`src/rtl/imem_fetch_ctrl.sv`:
```
// -----------------------------------------------------------------------------
// imem_fetch_ctrl
// Instruction-fetch sequencer for a single-port, combinational-read
// instruction ROM. Owns the fetch PC, drives the ROM word address, captures
// each returned word together with its PC into a small FIFO, and presents the
// FIFO head to decode over a valid/ready handshake. A redirect from execute
// flushes the FIFO and reloads the PC. A misaligned PC, or a PC outside the
// ROM window, parks the sequencer in FAULT until the next redirect.
//
// Ports:
//   clk            in   system clock, rising edge
//   rst_n          in   asynchronous active-low reset
//   fetch_en       in   1 = fetching permitted, 0 = hold PC and stop pushing
//   redirect_valid in   one-cycle pulse: load redirect_pc, flush the FIFO
//   redirect_pc    in   redirect byte address
//   imem_addr      out  ROM word address (combinational from the fetch PC)
//   imem_inst      in   ROM read data for imem_addr, same cycle
//   out_valid      out  FIFO head holds an instruction
//   out_ready      in   decode accepts the head this cycle
//   out_inst       out  head instruction
//   out_pc         out  byte PC of the head instruction
//   fault          out  fetch PC misaligned or outside the ROM window
//   fetch_pc       out  current fetch PC (debug)
// -----------------------------------------------------------------------------
module imem_fetch_ctrl #(
   parameter int          ADDR_W  = 11,
   parameter logic [31:0] BASE_PC = 32'h0040_0000,
   parameter int          DEPTH   = 2
) (
   input  logic              clk,
   input  logic              rst_n,
   input  logic              fetch_en,
   input  logic              redirect_valid,
   input  logic [31:0]       redirect_pc,
   output logic [ADDR_W-1:0] imem_addr,
   input  logic [31:0]       imem_inst,
   output logic              out_valid,
   input  logic              out_ready,
   output logic [31:0]       out_inst,
   output logic [31:0]       out_pc,
   output logic              fault,
   output logic [31:0]       fetch_pc
);

   localparam int PTR_W = (DEPTH > 1) ? $clog2(DEPTH) : 1;
   localparam int CNT_W = $clog2(DEPTH + 1);
   localparam logic [CNT_W-1:0] DEPTH_C   = CNT_W'(DEPTH);
   localparam logic [31:0]      ROM_BYTES = 32'd4 << ADDR_W;

   localparam logic [0:0] ST_RUN   = 1'b0;
   localparam logic [0:0] ST_FAULT = 1'b1;

   // PC is fetchable when word aligned and inside [BASE_PC, BASE_PC+ROM_BYTES).
   // The unsigned subtraction makes PCs below BASE_PC wrap to huge offsets.
   function automatic logic pc_fetchable(input logic [31:0] pc);
      logic [31:0] off;
      off = pc - BASE_PC;
      return (off < ROM_BYTES) && (pc[1:0] == 2'b00);
   endfunction

   logic [0:0]       state_r;
   logic [31:0]      fetch_pc_r;
   logic [CNT_W-1:0] count_r;
   logic [PTR_W-1:0] wr_ptr_r;
   logic [PTR_W-1:0] rd_ptr_r;
   logic [31:0]      inst_mem_r [DEPTH];
   logic [31:0]      pc_mem_r   [DEPTH];

   logic [31:0] off_s;
   logic        in_range_s;
   logic        pop_s;
   logic        space_s;
   logic        push_s;
   logic [0:0]  state_n_s;
   logic [31:0] pc_n_s;

   assign off_s      = fetch_pc_r - BASE_PC;
   assign in_range_s = pc_fetchable(fetch_pc_r);
   assign imem_addr  = off_s[ADDR_W+1:2];

   assign out_valid = (count_r != {CNT_W{1'b0}});
   assign out_inst  = inst_mem_r[rd_ptr_r];
   assign out_pc    = pc_mem_r[rd_ptr_r];
   assign fault     = (state_r == ST_FAULT);
   assign fetch_pc  = fetch_pc_r;

   assign pop_s   = out_valid && out_ready;
   // A full FIFO still accepts a push when the head leaves in the same cycle.
   assign space_s = (count_r < DEPTH_C) || pop_s;

   // Next fetch PC, next state and push decision; redirect overrides everything.
   always_comb begin
      push_s    = 1'b0;
      state_n_s = state_r;
      pc_n_s    = fetch_pc_r;
      if (redirect_valid) begin
         pc_n_s    = redirect_pc;
         state_n_s = ST_RUN;
      end else begin
         case (state_r)
            ST_RUN: begin
               if (fetch_en) begin
                  if (!in_range_s) begin
                     state_n_s = ST_FAULT;
                  end else if (space_s) begin
                     push_s = 1'b1;
                     pc_n_s = fetch_pc_r + 32'd4;
                  end else begin
                     pc_n_s = fetch_pc_r;
                  end
               end else begin
                  state_n_s = state_r;
               end
            end
            ST_FAULT: begin
               state_n_s = ST_FAULT;
            end
            default: begin
               state_n_s = ST_FAULT;
            end
         endcase
      end
   end

   // Fetch PC and sequencer state registers.
   always_ff @(posedge clk or negedge rst_n) begin
      if (!rst_n) begin
         state_r    <= ST_RUN;
         fetch_pc_r <= BASE_PC;
      end else begin
         state_r    <= state_n_s;
         fetch_pc_r <= pc_n_s;
      end
   end

   // Instruction FIFO: storage, pointers and occupancy; redirect flushes it and
   // silently discards any pop offered in the same cycle.
   always_ff @(posedge clk or negedge rst_n) begin
      if (!rst_n) begin
         count_r  <= {CNT_W{1'b0}};
         wr_ptr_r <= {PTR_W{1'b0}};
         rd_ptr_r <= {PTR_W{1'b0}};
         for (int i = 0; i < DEPTH; i++) begin
            inst_mem_r[i] <= 32'd0;
            pc_mem_r[i]   <= 32'd0;
         end
      end else if (redirect_valid) begin
         count_r  <= {CNT_W{1'b0}};
         wr_ptr_r <= {PTR_W{1'b0}};
         rd_ptr_r <= {PTR_W{1'b0}};
      end else begin
         if (push_s) begin
            inst_mem_r[wr_ptr_r] <= imem_inst;
            pc_mem_r[wr_ptr_r]   <= fetch_pc_r;
            wr_ptr_r             <= wr_ptr_r + PTR_W'(1'b1);
         end
         if (pop_s) begin
            rd_ptr_r <= rd_ptr_r + PTR_W'(1'b1);
         end
         count_r <= count_r + CNT_W'(push_s) - CNT_W'(pop_s);
      end
   end

endmodule

```
`config.mk`:
```
export PLATFORM = sky130hd
export DESIGN_NAME = imem_fetch_ctrl
export DESIGN_NICKNAME = d
export VERILOG_FILES = /design/src/rtl/imem_fetch_ctrl.sv
export SDC_FILE = /design/constraint.sdc
export NUM_CORES = 1
export LEC_CHECK = 0
export BUFFER_PORTS_ARGS = -buffer_cell sky130_fd_sc_hd__buf_2
export CORE_UTILIZATION = 30
export CTS_CLUSTER_SIZE = 14
export DETAILED_ROUTE_END_ITERATION = 16
export GPL_TIMING_DRIVEN = 0
export PLACE_DENSITY = 0.53
export SETUP_SLACK_MARGIN = 0.15
export SLEW_MARGIN = 20
export SYNTH_ARGS = -nofsm -noshare
export SYNTH_HDL_FRONTEND = slang
export SYNTH_SLANG_ARGS = --single-unit
```
`constraint.sdc`:
```
create_clock -name clk -period 2.8 [get_ports clk]
set_input_delay 0.56 -clock clk [delete_from_list [all_inputs] [get_ports clk]]
set_output_delay 0.56 -clock clk [all_outputs]
set_load 0.05 [all_outputs]
```
# --- After elaboration in Yosys (flattened, before gate mapping) ---
# Index checks and enable logic that the tools add are counted.
word_totals:
  regBits: 165
  input_bits: 69
classes:
  n_addsub: 6
  order_cmp: 5
  n_eq_ne: 1
  muxes: 29
  bitwise_logic: 4
  n_reduce_logical: 13
ops:
  columns: ["cell", "count"]
  rows:
  - ["32-bit 2-to-1 mux", 12]
  - ["64-bit bitwise mux", 2]
  - ["32-bit by 3-bit adder with 32-bit output (second input constant)", 1]
  - ["32-bit demux with 1-bit select", 1]
  - ["32-bit by 14-bit less-than comparator with 1-bit output (second input constant)", 1]
  - ["32-bit by 23-bit subtractor with 32-bit output (second input constant)", 1]
  - ["1-bit 2-to-1 mux", 12]
  - ["2-bit nonzero test", 6]
  - ["2-bit greater-or-equal comparator (second input constant)", 2]
  - ["1-bit NOT with 2-bit output", 2]
  - ["4-bit AND reduction", 1]
  - ["1-bit logical AND", 3]
  - ["1-bit adder (second input constant)", 2]
  - ["2-bit by 1-bit adder with 2-bit output", 1]
  - ["2-bit zero test", 1]
  - ["2-bit by 1-bit less-than comparator with 1-bit output (second input constant)", 1]
  - ["2-bit less-than comparator (second input constant)", 1]
  - ["2-bit 2-to-1 mux", 1]
  - ["2-bit inequality test (second input constant)", 1]
  - ["1-bit NOT", 2]
  - ["1-bit case mux with 2 select lines", 1]
  - ["2-bit AND reduction", 1]
  - ["2-bit by 1-bit subtractor with 2-bit output", 1]
  - ["1-bit logical OR", 1]

# --- Depth between registers and ports, before layout ---
# Gate-level depths: netlist of the first run.
depth:
  ltp_word: 11
  mapped_depth: 11
  depth_no_buf: 10

# --- Worst setup path after synthesis of the first run ---
# Ideal clock, no wire load.
synth_path:
  kind: "register to register"
  start: "reg fetch_pc_r[29], in the netlist fetch_pc[29]"
  end: "reg count_r[1]"
  setup_time_ns: 0.131
  arrival_ns: 2.887
  setup_slack_ns: -0.218
  path_stages_with_launch: 12
  n_path_buf: 1
  period_less_slack_ns: 3.018
  cell_sequence: "dfrtp_1 or4_1 or3_1 buf_2 or3_1 nand2b_1 ha_1 inv_1 ha_1 xor2_1 xnor2_1 nor2_1"
synth_between:
  elab_chain_len: 10
synth_lines:
  columns: ["item", "line", "text"]
  rows:
  - ["from (decl)", "62", "logic [31:0] fetch_pc_r;"]
  - ["from (signal assigned)", "132", "fetch_pc_r <= pc_n_s;"]
  - ["32-bit by 23-bit subtractor with 32-bit output", "57", "off = pc - BASE_PC;"]
  - ["32-bit by 14-bit less-than comparator with 1-bit output", "58", "return (off < ROM_BYTES) && (pc[1:0] == 2'b00);"]
  - ["1-bit logical AND", "58", null]
  - ["1-bit 2-to-1 mux", "103", "if (!in_range_s) begin"]
  - ["1-bit 2-to-1 mux", "102", "if (fetch_en) begin"]
  - ["1-bit 2-to-1 mux", "100", "case (state_r)"]
  - ["1-bit 2-to-1 mux", "96", "if (redirect_valid) begin"]
  - ["2-bit by 1-bit adder with 2-bit output", "160", "count_r <= count_r + CNT_W'(push_s) - CNT_W'(pop_s);"]
  - ["2-bit by 1-bit subtractor with 2-bit output", "160", null]
  - ["2-bit 2-to-1 mux", "147", "end else if (redirect_valid) begin"]
  - ["to (signal assigned)", "140", "count_r <= {CNT_W{1'b0}};"]
  - ["to (signal assigned)", "148", "count_r <= {CNT_W{1'b0}};"]
  - ["to (signal assigned)", "160", null]
  - ["to (decl)", "63", "logic [CNT_W-1:0] count_r;"]
# Every way passes these cells.
# A chain may end at the register's enable or synchronous reset.

# --- Worst setup path after layout of the first run ---
layout_path:
  start: "reg fetch_pc_r[29], in the netlist fetch_pc[29]"
  end: "reg inst_mem_r[8] (netlist bit)"
layout_between:
  elab_chain_len: 8
layout_lines:
  columns: ["item", "line", "text"]
  rows:
  - ["32-bit by 23-bit subtractor with 32-bit output", "57", null]
  - ["32-bit by 14-bit less-than comparator with 1-bit output", "58", null]
  - ["1-bit logical AND", "58", null]
  - ["1-bit 2-to-1 mux", "103", null]
  - ["1-bit 2-to-1 mux", "102", null]
  - ["1-bit 2-to-1 mux", "100", null]
  - ["1-bit 2-to-1 mux", "96", null]
  - ["2-bit AND reduction (no line)", null, null]
  - ["to (signal, indexed assignment)", "153", "inst_mem_r[wr_ptr_r] <= imem_inst;"]
  - ["to (decl)", "66", "logic [31:0] inst_mem_r [DEPTH];"]
# Every way passes these cells.

==> results.json, run 1 <==
{
  "syn_area_per_cell_um2": 14.3,
  "syn_inst": 514,
  "power_density_mw_per_mm2": 536,
  "fin_nets": 806,
  "r2r_cells": 9,
  "antenna_found_initial": 0,
  "ys_seq_elements": 165,
  "insertedDiodeCount": 0,
  "cts_tree": "done",
  "start_kind": "flip-flop",
  "crit_arrival_ps": 3120,
  "finalHoldViolCount": 0,
  "cp-end-kind": "flip-flop",
  "post-place-ws_ps": -209,
  "rsz0062_at_grt": "yes",
  "dieHeight_um": 158,
  "slew_headroom": 0.556,
  "synth_ff_type": "dfrtp_1",
  "finalSetupViolCount": 38,
  "drtIter0Drc": 218,
  "status": "finished with violations",
  "drive_above_1_share": 0.610,
  "fmax_mhz": 355,
  "critPathMaxFanout": 10,
  "p_leak_nw": 5.17,
  "wirelength_mm": 18.2,
  "synth.yosys.seq_area_share": 0.563,
  "syn_to_final_growth_pct": 35.1,
  "clkTransAtPathRegs_ps": 80,
  "ant_nets": 0,
  "critical_path_class": "reg2reg",
  "ir_drop_uv": 322,
  "final_max_slew_viol_count": 0,
  "ys_top_cells_by_area": "dfrtp_1 (56%), mux2_2 (20%), mux2_4 (8.0%), and2_1 (1.8%), nor2b_1 (1.8%)",
  "grt_pass1_wl_mm": 28.7,
  "viasPerCell": 4.59,
  "num_rows": 56,
  "start_util": 0.309,
  "fin_skew_ps": 15.6,
  "ioPinCount": 178,
  "insertion_delay_ps": 430,
  "wl_per_cell_um": 17.0,
  "synthArstFlopShare": 1.00,
  "violations": "setup timing",
  "fp.dieW_um": 158,
  "min_path_type": "in2async",
  "clockBufferDepth": 2,
  "htree_levels": 4,
  "core_mm2": 0.0238,
  "place.gp.congestion": 0.766,
  "reg2reg_slack_ps": -20,
  "worst_pin_slew_ps": 667,
  "syn_nets": 586,
  "finalWorstSetupSlack_ps": -18.8,
  "grt_pass1_vias": 5310,
  "layout_min_cycle_time_ps": 2820,
  "fill_cells": 2185,
  "route.vias.total": 4892,
  "yosysTopAreaCell": "dfrtp_1",
  "drc_errors": 0,
  "synth_edf_count": 0,
  "synth_top_area_share": 0.559,
  "clockRootBuffer": "clkbuf_16",
  "ys_warn_count": 0,
  "grt.overflow.total": 0,
  "dp_hpwl_mm": 12.3,
  "cap_violations": 0,
  "synth_cell_types": 43,
  "finish.utilization": 0.417,
  "die_area_mm2": 0.0251,
  "firstDrtPassIters": 4,
  "area.sequential_mm2": 0.00413,
  "numCtsBuffers": 17,
  "fin_crit_sh": 1.01,
  "grt_max_degree": 93,
  "netlist_area_mm2": 0.00734,
  "io_buffers": 177,
  "grt_usage": 0.151,
  "cts.sinks": 165,
  "multi_input_area_mm2": 0.00312,
  "critPathRequiredTime_ps": 3100
}
## cell type report
type                       instances  share of cell area
buffer                            39              0.0437
sequential                       165               0.417
multi-input combinational        304               0.315
timing repair buffer             201               0.123
clock inverter                    15              0.0157
clock buffer                      17              0.0429
tap                              319              0.0403
inverter                           6             0.00227
## timing repair
item,in CTS,in global routing
buffers inserted,16,3
pin swaps,2,2
resized for setup,46,12
setup endpoints to repair,176,155
endpoints found under the hold margin,0,0
cloned,3,1
hold buffers,0,0
## registers in the layout, summed over array words and instances (netlist names)
register / count
inst_mem_r: 64
pc_mem_r: 64
fetch_pc: 32
count_r: 2
fault: 1
rd_ptr_r: 1
wr_ptr_r: 1
## logic make-up after synthesis
family | Yosys count | synth area share
buffers and inverters | 45 | 0.0380
flip-flops | 165 | 0.563
adder cells (fa/ha/maj) | 3 | 0.00512
XOR/XNOR | 10 | 0.0119
AO/OA/AOI/OAI | 20 | 0.0172
multiplexers | 170 | 0.281
AND/OR/NAND/NOR | 101 | 0.0839
## placed cells by master, fill, tap and decap left out, types with 11 or more instances in the layout
cell	n
and2_1	21
buf_12	12
buf_2	178
buf_4	26
clkbuf_16	20
dfrtp_1	161
mux2_2	101
mux2_4	69
nand2_1	11
nor2b_1	18
o21ai_0	11
## per-stage QoR
step / cell area [um^2] / hold slack (ps) / cells / total power [mW] / setup TNS [ps]
after floorplan: 7500 / 264 / 514 / 2.84 / -65.3
after global placement: 8790 / 448 / 1010 / 3.04 / -217420
after detailed placement: 8830 / 453 / 1011 / 3.06 / -5570
after CTS: 9800 / 102 / 1062 / 5.39 / -2560
after global routing: 9910 / 113 / 1066 / 5.56 / -5480
final: 9910 / 83.4 / 1066 / 5.31 / -288
## cell usage after synthesis, drive strengths merged (2+ instances only)
cell type / n
mux2: 170
dfrtp: 164
buf: 25
and2: 21
nor2b: 21
clkbuf: 14
nand2: 11
o21ai: 11
nor4: 9
xnor2: 9
nor2: 7
inv: 6
nand3: 6
nor3: 6
ha: 3
nand2b: 3
or3: 3
a221o: 2
and3: 2
and4: 2
or2: 2
or4: 2
## critical path: stages (launching register included)
cell and delay (ps):
dfrtp_2 400, or4_4 530, or3_4 340, buf_6 130, or3_4 350, buf_4 160
nand3b_4 160, buf_12 170, buf_12 150, mux2_4 290
## per-layer routing
layer,global-route usage,part of all wire,up-vias
met5,0,0,-
met4,0.0321,0.0064,0
met3,0.0509,0.064,13
met2,0.251,0.48,155
met1,0.191,0.45,2483
li1,-,-,2241
## power by group
part | internal [mW] | switching [mW] | total (mW)
logic | 0.153 | 0.360 | 0.513
registers | 2.43 | 0.0678 | 2.50
clock network | 1.19 | 1.11 | 2.30
## worst paths after layout
| kind | startpoint | endpoint |
|---|---|---|
| max | fetch_pc[29] | inst_mem_r[8] |
| min | rst_n | inst_mem_r[13] |
| max reg2reg | fetch_pc[29] | inst_mem_r[8] |
| min reg2reg | pc_mem_r[22] | pc_mem_r[22] |
| max in group asynchronous | rst_n | fetch_pc[29] |
| min in group clk | redirect_pc[4] | fetch_pc[4] |
No activity file was read; power rests on OpenSTA's default activity.
==> inputs of run 2 (changes only) <==
--- a/config.mk
+++ b/config.mk
@@ -7,6 +7,7 @@
 export LEC_CHECK = 0
 export BUFFER_PORTS_ARGS = -buffer_cell sky130_fd_sc_hd__buf_2
 export CORE_UTILIZATION = 30
+export CTS_BUF_LIST = sky130_fd_sc_hd__clkbuf_8
 export CTS_CLUSTER_SIZE = 14
 export DETAILED_ROUTE_END_ITERATION = 16
 export GPL_TIMING_DRIVEN = 0
==> results.json, run 2 (synthesis results as in run 1) <==
{
  "clockRootBuffer": "clkbuf_8",
  "crit_arrival_ps": 3150,
  "fin_skew_ps": 22.1,
  "clockBufferDepth": 2,
  "drive_above_1_share": 0.608,
  "wirelength_mm": 17.9,
  "insertion_delay_ps": 460,
  "start_util": 0.309,
  "ioPinCount": 178,
  "r2r_cells": 11,
  "layout_min_cycle_time_ps": 2830,
  "grt_pass1_vias": 5298,
  "grt.overflow.total": 0,
  "r2r-start": "fetch_pc[29]",
  "rsz0062_at_grt": "yes",
  "ir_drop_uv": 279,
  "drtIter0Drc": 208,
  "worst_pin_slew_ps": 673,
  "antenna_found_initial": 0,
  "cts.sinks": 165,
  "die_area_mm2": 0.0251,
  "dp.cells": 1011,
  "drc_errors": 0,
  "finalSetupViolCount": 14,
  "whs_ps": 52.4,
  "critPathRequiredTime_ps": 3120,
  "clkTransAtPathRegs_ps": 110,
  "fp.dieW_um": 158,
  "final_max_slew_viol_count": 0,
  "syn_to_final_growth_pct": 30.7,
  "cts_tree": "done",
  "violations": "setup timing",
  "placed_area_mm2": 0.00883,
  "reg2reg_slack_ps": -30,
  "cap_violations": 0,
  "min_path_type": "in2async",
  "fill_cells": 2212,
  "viasPerCell": 4.56,
  "grt_max_degree": 93,
  "fin_setup_tns_ps": -96.3,
  "core_mm2": 0.0238,
  "io_buffers": 177,
  "power_density_mw_per_mm2": 491,
  "numCtsBuffers": 17,
  "cp-end-kind": "flip-flop",
  "hold_buffers": 0,
  "critical_path_class": "reg2reg",
  "place.gp.congestion": 0.766,
  "finalHoldViolCount": 0,
  "fin_area_mm2": 0.00959,
  "power_mw": 4.71,
  "start_kind": "flip-flop",
  "finalWorstSetupSlack_ps": -29.6,
  "layout_commonest_cell": "buf_2",
  "firstDrtPassIters": 4,
  "dp_hpwl_mm": 12.3,
  "fin_nets": 803,
  "r2r_end": "count_r[1]",
  "stdcell_count": 1063,
  "critPathMaxFanout": 4,
  "final_cell_mix": "buf_2 (179), dfrtp_1 (161), mux2_2 (101), mux2_4 (69), buf_4 (27)",
  "route.vias.total": 4845,
  "fin_crit_sh": 1.01,
  "ant_nets": 0,
  "insertedDiodeCount": 0,
  "post-place-ws_ps": -209,
  "p_leak_nw": 5.04,
  "slew_headroom": 0.551,
  "dieHeight_um": 158,
  "wl_per_cell_um": 16.8,
  "status": "finished with violations",
  "fmax_mhz": 353,
  "finish.utilization": 0.404,
  "grt_usage": 0.148,
  "num_rows": 56,
  "grt_pass1_wl_mm": 28.3,
  "htree_levels": 4
}
[run 2: layout make-up]
type                    count  area (um^2)  share of cell area
flip-flops and latches    165         4130               0.431
repair buffers            198         1110               0.116
clock inverters            15          155              0.0162
inverters                   6         22.5             0.00235
clock buffers              17          234              0.0244
plain buffers              39          418              0.0436
well taps                 319          399              0.0416
multi-input cells         304         3110               0.324
[run 2: worst max-delay path, stage by stage, from the launching register on]
cell and delay [ps]:
dfrtp_2 420, or4_4 530, or3_4 340, buf_6 130
or3_4 330, nand2b_4 160, ha_4 270, inv_2 40
ha_4 150, xor2_2 140, xnor2_1 140, nor2_1 60
[run 2: worst max path at each step]
stage	startpoint	depth (start not counted)	end	slack, ps
after detailed placement	fetch_pc[29]	8	pc_mem_r[34]	-210
after floorplan	fetch_pc[29]	11	count_r[1]	-70
after CTS	fetch_pc[29]	9	inst_mem_r[63]	-70
final	fetch_pc[29]	11	count_r[1]	-30
after global routing	fetch_pc[29]	8	inst_mem_r[57]	-90
after global placement	rst_n	1	fetch_pc[27]	-1600
[run 2: what timing repair did]
action	CTS	global route
cloned	3	0
setup endpoints to repair	176	178
buffers inserted	15	2
gates resized for setup	45	13
pin swaps	1	1
endpoints found under the hold margin	0	0
[run 2: power by group]
part / internal [mW] / switching (mW) / total, mW / leakage, nW
clock: 0.668 / 1.03 / 1.70 / 0.189
sequential: 2.43 / 0.0679 / 2.50 / 2.23
combinational: 0.153 / 0.360 / 0.513 / 2.62
[run 2: metal layers]
metal  wire (um)  vias to the layer above  GRT usage
met4         170                        0     0.0375
met1        8040                     2448      0.186
met5           0                        -          0
met2        8580                      149      0.250
li1            -                     2235          -
met3        1110                       13     0.0435
==> inputs of run 3 (changes only) <==
--- a/config.mk
+++ b/config.mk
@@ -6,12 +6,14 @@
 export NUM_CORES = 1
 export LEC_CHECK = 0
 export BUFFER_PORTS_ARGS = -buffer_cell sky130_fd_sc_hd__buf_2
+export CELL_PAD_IN_SITES_DETAIL_PLACEMENT = 1
+export CELL_PAD_IN_SITES_GLOBAL_PLACEMENT = 1
 export CORE_UTILIZATION = 30
 export CTS_BUF_LIST = sky130_fd_sc_hd__clkbuf_8
-export CTS_CLUSTER_SIZE = 14
+export CTS_CLUSTER_SIZE = 40
 export DETAILED_ROUTE_END_ITERATION = 16
 export GPL_TIMING_DRIVEN = 0
-export PLACE_DENSITY = 0.53
+export PLACE_DENSITY = 0.62
 export SETUP_SLACK_MARGIN = 0.15
 export SLEW_MARGIN = 20
 export SYNTH_ARGS = -nofsm -noshare
==> results.json, run 3 (synthesis results as in run 1) <==
{
  "top_layer_used": "met4",
  "clockRootBuffer": "clkbuf_8",
  "htree_levels": 4,
  "finalWorstSetupSlack_ps": -116,
  "numCtsBuffers": 17,
  "violations": "setup timing",
  "layout_commonest_cell": "buf_2",
  "power_switching_share": 0.298,
  "min_path_type": "in2async",
  "drc_errors": 0,
  "wl_per_cell_um": 18.8,
  "hold_buffers": 0,
  "ir_drop_uv": 254,
  "finalSetupViolCount": 56,
  "insertion_delay_ps": 450,
  "status": "finished with violations",
  "ioPinCount": 178,
  "cts_tree": "done",
  "seqPwrFrac": 0.538,
  "wl_met3_mm": 1.36,
  "start_kind": "flip-flop",
  "grt_max_degree": 86,
  "clockBufferDepth": 2,
  "dr_wl_met2_mm": 10.1,
  "crit_arrival_ps": 3230,
  "power_density_mw_per_mm2": 456,
  "num_rows": 56,
  "place.gp.congestion": 0.752,
  "core_mm2": 0.0238,
  "cts.sinks": 165,
  "viasPerCell": 4.63,
  "syn_to_final_growth_pct": 38.6,
  "grt_usage": 0.162,
  "die_area_mm2": 0.0251,
  "rsz0062_at_grt": "yes",
  "finalHoldViolCount": 0,
  "critical_path_class": "reg2reg",
  "antenna_found_initial": 0,
  "firstDrtPassIters": 4,
  "drtIter0Drc": 175,
  "critPathRequiredTime_ps": 3110,
  "ant_nets": 0,
  "final_max_slew_viol_count": 0,
  "cap_violations": 0,
  "grt.overflow.total": 0,
  "fin_crit_sh": 1.04,
  "cp-end-kind": "flip-flop",
  "start_util": 0.309,
  "fin_skew_ps": 20.5,
  "worst_pin_slew_ps": 653,
  "fmax_mhz": 343,
  "fin_area_mm2": 0.0102,
  "clkTransAtPathRegs_ps": 100,
  "io_buffers": 177,
  "internal-power_mw": 3.26,
  "critPathMaxFanout": 3,
  "dieHeight_um": 158,
  "dp_hpwl_mm": 13.3,
  "stdcell_count": 1086,
  "whs_ps": 72.5,
  "reg2reg_slack_ps": -120,
  "final_cell_mix": "buf_2 (177), dfrtp_1 (161), mux2_2 (87), mux2_4 (83), buf_4 (23)",
  "grt_pass1_vias": 5568,
  "drive_above_1_share": 0.654,
  "layout_min_cycle_time_ps": 2920,
  "power_frac_clock": 0.349,
  "wirelength_mm": 20.4,
  "fin_setup_tns_ps": -2680,
  "route.vias.total": 5025,
  "placed_area_mm2": 0.00883,
  "dp.cells": 1011,
  "combPwrFrac": 0.113,
  "fp.dieW_um": 158,
  "grt_pass1_wl_mm": 30.9,
  "met1_length_mm": 8.77,
  "slew_headroom": 0.565,
  "power.switching_mw": 1.38,
  "p_leak_nw": 5.31,
  "finish.utilization": 0.428,
  "fin_nets": 825
}
==> run 3: cell type report <==
| type | count | area [um^2] |
|---|---|---|
| Antenna cell | 1 | 2.50 |
| Buffer | 39 | 415 |
| Clock buffer | 19 | 262 |
| Clock inverter | 13 | 95.1 |
| Fill cell | 2496 | 13600 |
| Inverter | 6 | 22.5 |
| Multi-Input combinational cell | 304 | 3260 |
| Sequential cell | 165 | 4130 |
| Tap cell | 319 | 399 |
| Timing Repair Buffer | 220 | 1580 |
==> run 3: path summary, 6_finish.rpt <==
check | startpoint | end | depth (start not counted)
hold reg to reg | pc_mem_r[54] | pc_mem_r[54] | 1
min in group clk | redirect_pc[4] | fetch_pc[4] | 3
max in group asynchronous | rst_n | fetch_pc[29] | 2
setup reg to reg | fetch_pc[26] | count_r[1] | 11
hold / removal | rst_n | inst_mem_r[13] | 1
setup / recovery | fetch_pc[26] | count_r[1] | 11
==> run 3: repair_timing <==
item	4_1_cts	5_1_grt
pin swaps	3	17
gates resized for setup	45	79
cloned	3	11
endpoints found under the setup margin	176	167
setup buffers	16	12
endpoints found under the hold margin	0	0
==> run 3: worst max-delay path, cell delays in order (launching register included) <==
cell and delay (ps):
dfrtp_2 410, or4_4 530, or3_4 340, buf_6 130, or3_4 330, nand2b_4 160
ha_4 260, inv_2 40, ha_4 150, xor2_2 170, xnor2_1 190, nor2_1 60
==> run 3: per-stage QoR <==
step,setup WS [ps],total power [mW]
6_report,-116,4.64
5_1_grt,-180,4.86
4_1_cts,-58.5,4.72
3_5_place_dp,-216,3.06
3_3_place_gp,-1630,3.04
2_1_floorplan,-65.3,2.84
==> run 3: layer usage <==
metal / GRT usage / up-vias
met5: 0 / -
met4: 0.0380 / 0
met3: 0.0512 / 8
met2: 0.277 / 148
met1: 0.198 / 2594
li1: - / 2275
==> run 3: power by group through the flow <==
stage	Combinational, mW	Clock [mW]	Sequential, mW
after floorplan	0.157	0	2.69
after global routing	0.562	1.79	2.51
after detailed placement	0.520	0	2.54
after CTS	0.530	1.69	2.50
after global placement	0.502	0	2.54
final	0.525	1.62	2.50
